`src/rtl/ucsbece154b_gshare_bp.sv`:
```
// ucsbece154b_gshare_bp: gshare predictor with a tagged direct-mapped BTB,
// a PHT of 2-bit saturating counters and a global history register.
module ucsbece154b_gshare_bp #(
    parameter int NUM_BTB_ENTRIES = 32,
    parameter int NUM_GHR_BITS = 5
) (
    input  logic                    clk,
    input  logic                    reset,
    input  logic [31:0]             pc_i,
    output logic                    BranchTaken_o,
    output logic [31:0]             BTBtarget_o,
    output logic [NUM_GHR_BITS-1:0] PHTreadaddress_o,
    input  logic                    BTBwe_i,
    input  logic [31:0]             BTBwritepc_i,
    input  logic [31:0]             BTBwritedata_i,
    input  logic [6:0]              BTBop_i,
    input  logic                    PHTwe_i,
    input  logic                    PHTincrement_i,
    input  logic [NUM_GHR_BITS-1:0] PHTwriteaddress_i,
    input  logic                    GHRreset_i
);
    localparam int BI = $clog2(NUM_BTB_ENTRIES);
    localparam int TW = 30 - BI;
    localparam int PN = 1 << NUM_GHR_BITS;

    logic [NUM_BTB_ENTRIES-1:0] valid, is_jump, is_branch;
    logic [TW-1:0]              tag [NUM_BTB_ENTRIES];
    logic [31:0]                target [NUM_BTB_ENTRIES];
    logic [1:0]                 pht [PN];
    logic [NUM_GHR_BITS-1:0]    ghr;
    logic [BI-1:0]              ridx, widx;
    logic [1:0]                 wctr;
    logic                       hit;

    assign ridx = pc_i[BI+1:2];
    assign widx = BTBwritepc_i[BI+1:2];
    assign wctr = pht[PHTwriteaddress_i];
    // Outputs are forced quiet while reset is held since state clears only at the edge
    assign hit = !reset && valid[ridx] && tag[ridx] == pc_i[31:BI+2];
    assign PHTreadaddress_o = reset ? pc_i[NUM_GHR_BITS+1:2] : ghr ^ pc_i[NUM_GHR_BITS+1:2];
    assign BranchTaken_o = hit && (is_jump[ridx] || (is_branch[ridx] && pht[PHTreadaddress_o][1]));
    assign BTBtarget_o = hit ? target[ridx] : '0;

    always_ff @(posedge clk) begin
        if (reset) begin
            valid <= '0;
            ghr <= '0;
            for (int i = 0; i < PN; i++) pht[i] <= 2'b01;
        end else begin
            if (BTBwe_i) valid[widx] <= 1'b1;
            if (PHTwe_i) pht[PHTwriteaddress_i] <= PHTincrement_i ? (wctr == 2'b11 ? wctr : wctr + 2'd1)
                                                                  : (wctr == 2'b00 ? wctr : wctr - 2'd1);
            ghr <= GHRreset_i ? '0 : PHTwe_i ? {ghr[NUM_GHR_BITS-2:0], PHTincrement_i} : ghr;
        end
    end

    always_ff @(posedge clk) begin
        if (BTBwe_i) begin
            tag[widx] <= BTBwritepc_i[31:BI+2];
            target[widx] <= BTBwritedata_i;
            is_jump[widx] <= BTBop_i == 7'b1101111 || BTBop_i == 7'b1100111;
            is_branch[widx] <= BTBop_i == 7'b1100011;
        end
    end
endmodule
```
`config.mk`:
```
export PLATFORM = sky130hd
export DESIGN_NAME = ucsbece154b_gshare_bp
export DESIGN_NICKNAME = d
export VERILOG_FILES = /design/src/rtl/ucsbece154b_gshare_bp.sv
export SDC_FILE = /design/constraint.sdc
export NUM_CORES = 2
export LEC_CHECK = 0
export ABC_AREA = 0
export BUFFER_PORTS_ARGS = -buffer_cell sky130_fd_sc_hd__buf_2
export CAP_MARGIN = 20
export CORE_ASPECT_RATIO = 1.4
export CORE_UTILIZATION = 40
export DETAILED_ROUTE_END_ITERATION = 8
export HOLD_SLACK_MARGIN = 0.05
export PLACE_DENSITY = 0.63
export SYNTH_ARGS = -nofsm -noshare
export SYNTH_HDL_FRONTEND = slang
export SYNTH_SLANG_ARGS = --single-unit
```
`constraint.sdc`:
```
create_clock -name clk -period 8.14 [get_ports clk]
set_input_delay 2.442 -clock clk [delete_from_list [all_inputs] [get_ports clk]]
set_output_delay 2.442 -clock clk [all_outputs]
set_load 0.005 [all_outputs]
```
==> summary.txt <==
Logic synthesis
  • Flops & latches, synth: 1989
  • EDFF count, synth: 1952
  • Cells after synthesis: between 3000 and 4000
  • Area leader, netlist: edfxtp_1
  • Synth cell count leaders: edfxtp_1 (1952), mux4_2 (508), mux2i_1 (170)
  • Top-count cell post-synth: edfxtp_1
  • Sequential area share after synthesis: 0.7680
  • Yosys cell types: 59
  • Ys flop type: edfxtp_1
  • Yosys warning total: 0
  • Largest cells by area after synthesis: edfxtp_1 (76%), mux4_2 (15%), mux2i_1 (2.2%)
  • Asr flop ratio synth: 0
  • Mean Syn Cell Area: 22.06 um^2
  • Syn Std Cell Area: 0.07729 mm^2
  • Post-synth net total: 3617
  • Post-synth top area share: 0.7584

Setup path
  • Crit path DAT: 5.61 ns
  • CP max stage delay: 0.51 ns
  • Crit path cell chain: buf_16 > buf_16 > buf_4 > buf_4 > mux4_2 > mux2i_1 > o22a_1 > nand3_1 > xor2_1 > a211oi_2 > buf_4 > nand4_4 > buf_12 > buf_4 > nor3_1 > buf_2
  • CP Capture Type: output port
  • CP required: between 5 and 6 ns
  • RR Endpoint: pht[3][1]$_SDFFCE_PN0P_
  • Most used cell, CP: buf_4
  • Setup CP Type: primary input to output port
  • Critical path peak fanout: 24
  • Startpoint Class: primary input
  • Worst r2r src: pht[15][1]$_SDFFCE_PN0P_
  • Cells on worst reg2reg path: 7
  • Reg2Reg Setup Slack: 5.34 ns
  • CP max stage cell: mux4_2

Status
  • Status: finished clean

Global routing
  • Initial antenna violation count: 24
  • Largest net degree at the start of global routing: 86
  • Vias in the first global route: about 38000
  • Gr ovfl total: 0
  • Tot GR Track Use: 0.1995
  • First-pass GRT wire length: around 280 mm

Cells and area
  • Synthesis-to-layout area growth: 14.91%
  • Final cell count without fillers: ~6500
  • Fin nets: 3986
  • Share of layout cells above drive strength 1: 0.3074
  • Post-Route Utilization: 0.4635

Drt
  • Drc violations: 0
  • Via count: 37530
  • Detail Route Antenna Nets: 0
  • Vias per cell: ~5.8
  • Final wirelength: between 150 and 200 mm
  • Drt first pass iters: 6
  • Initial drt markers: between 4000 and 5000
  • Routed len/inst: 29.98 um

Die
  • Die Wd: 373.5 um
  • Core outline area: 0.1916 mm^2
  • Ports: between 150 and 200
  • Row count: 190
  • Die Y: 522.1 um
  • Initial Util: 0.4034
  • Die area: roughly 0.20 mm^2

Hold path
  • Hold path startpoint: valid[10]$_SDFFE_PP0P_
  • Hold Crit Class: flip-flop to flip-flop
  • Hold path cells: 2
  • Hold endpoint: valid[10]$_SDFFE_PP0P_

Place
  • Place WS: -0.2519 ns
  • DP Wirelength: 103.5 mm
  • RePlAce Congestion: 0.7840
  • Placed Instances: around 6200
  • IO Port Bufs: 147

Clock tree
  • Worst-Skew Late Latency: roughly 0.8 ns
  • Clock transition at path regs: 0.06 ns
  • Root buf cell: clkbuf_16
  • Clock sinks: 1989
  • Htree depth: 4
  • CTS max path bufs: 3
  • Num CTS Buffers: between 150 and 200
  • CTS tree: built

Timing
  • Clock skew: 0.01300 ns
  • Highest Clock Rate: ~0.12 GHz
  • Period utilization: 0.9890
  • Final Slew Violations: 0
  • Final setup fails: 0
  • Slew @ Worst Pin: 1.126 ns
  • Slew Limit Headroom: 0.2495
  • PnR worst setup slack: around 0.090 ns
  • Minimum clock period: 8.050 ns
  • Hold Vio Cnt, Final: 0

Power and ir drop
  • Clock share of power: 0.400
  • Comb power frac: 0.054
  • Flop pwr share: 0.545
  • Peak supply drop: 0.2205 mV
  • Net switching power: approximately 0.0044 W
  • Total leakage power: ~28 nW
  • Switching portion of total power: 0.2122
  • Pwr dens: 235.3 mW/mm^2
  • Internal Power: 0.01646 W

Job
  • Number of max-cap violations: 0
-- cells by family (layout without fill, tap and decap cells) --
group                      count (synthesis)  after routing  share of synthesized area
AOI/OAI and AO/OA                        160            160                    0.01535
xor gates and xnor gates                  28             28                   0.003173
other                                      0              7                          0
adders and majority gates                  2              2                  0.0002590
DFF                                     1989           1989                     0.7680
and+or+nand+nor                          435            435                    0.02786
buffers and inverters                    200            718                    0.01371
muxes                                    689            689                     0.1717
-- sequential cells by signal (all words and copies together), names as in the netlist --
name and count:
is_jump 32, valid 32, ghr 5, target 1024, is_branch 32, tag 800, pht 64
-- worst max path at each step --
stage            start               to  slack, ns  cells past startpoint
6_report       pc_i[2]   BTBtarget_o[7]       0.09                     16
5_1_grt        pc_i[2]   BTBtarget_o[9]     -0.006                     16
4_1_cts        pc_i[2]   BTBtarget_o[2]       0.01                     15
3_5_place_dp   pc_i[2]   BTBtarget_o[9]      -0.25                     15
3_3_place_gp   pc_i[2]   BTBtarget_o[6]      -0.19                     14
2_1_floorplan  pc_i[2]  BTBtarget_o[30]       0.75                     10
-- cell usage in the layout (no fill, tap or decap), drive strengths merged, types with 7 or more instances in the layout --
cell    netlist  layout
a21oi        13      13
a221oi       16      16
a22oi        58      58
buf         103     375
bufinv        0      13
clkbuf       88     234
clkinv        0      75
dfxtp        37      37
diode         0       7
edfxtp     1952    1952
inv           9      15
mux2         11      11
mux2i       170     170
mux4        508     508
nand2        74      74
nand2b       20      20
nand3        52      52
nand3b        8       8
nand4        11      11
nor2        144     144
nor2b        17      17
nor3         62      62
o211ai        7       7
o21ai        14      14
o22ai        18      18
or2          19      19
xnor2         8       8
xor2         20      20
-- area by class of cell --
class	instances	area (um^2)
inverter	9	40.04
multi-input combinational	1314	17260
clock inverter	100	959.7
fill	15897	102800
antenna	7	17.52
clock buffer	233	4830
tap	2496	3123
sequential	1989	59360
timing repair buffer	376	3233
-- layer usage --
layer  share of wire  vias up  GRT usage
li1                -    15505          -
met5         0.00024        -          0
met2            0.51     1465     0.3433
met3           0.066      331    0.03569
met4           0.030        8    0.06267
met1            0.39    20221     0.2568
-- what timing repair did --
action / CTS / global route
endpoints found under the hold margin: 0 / 0
gates resized for setup: 11 / 13
hold buffers: 0 / 0
pin swaps: 0 / 4
endpoints found under the setup margin: 30 / 29
cloned: 0 / 1
setup buffers: 7 / 17
-- critical path: cells and delay by family --
kind            cells  cell delay, ns
mux                 2            0.71
simple gates        3            0.41
buf+inv             8            1.37
xor+xnor            1            0.21
compound gates      2            0.32
-- power by group through the flow --
stage                     registers, W  logic, W  clock network, W
after floorplan                 0.0116  0.000651                 0
after global placement          0.0116   0.00110                 0
after detailed placement        0.0116   0.00113                 0
after CTS                       0.0114   0.00114           0.00851
after global routing            0.0114   0.00121           0.00887
final                           0.0114   0.00114           0.00837
-- metrics by stage --
step	power, W	hold WS, ns	cell area (um^2)	setup TNS [ns]
floorplan	0.01226	0.4348	77290	0
global placement	0.01271	0.4453	82470	-1.731
finish	0.02090	0.4640	88820	0
global route	0.02147	0.5032	88810	-0.01425
detailed placement	0.01274	0.4560	82610	-2.843
CTS	0.02104	0.4702	88520	0
Note: power is estimated with default switching activity, not from simulation.
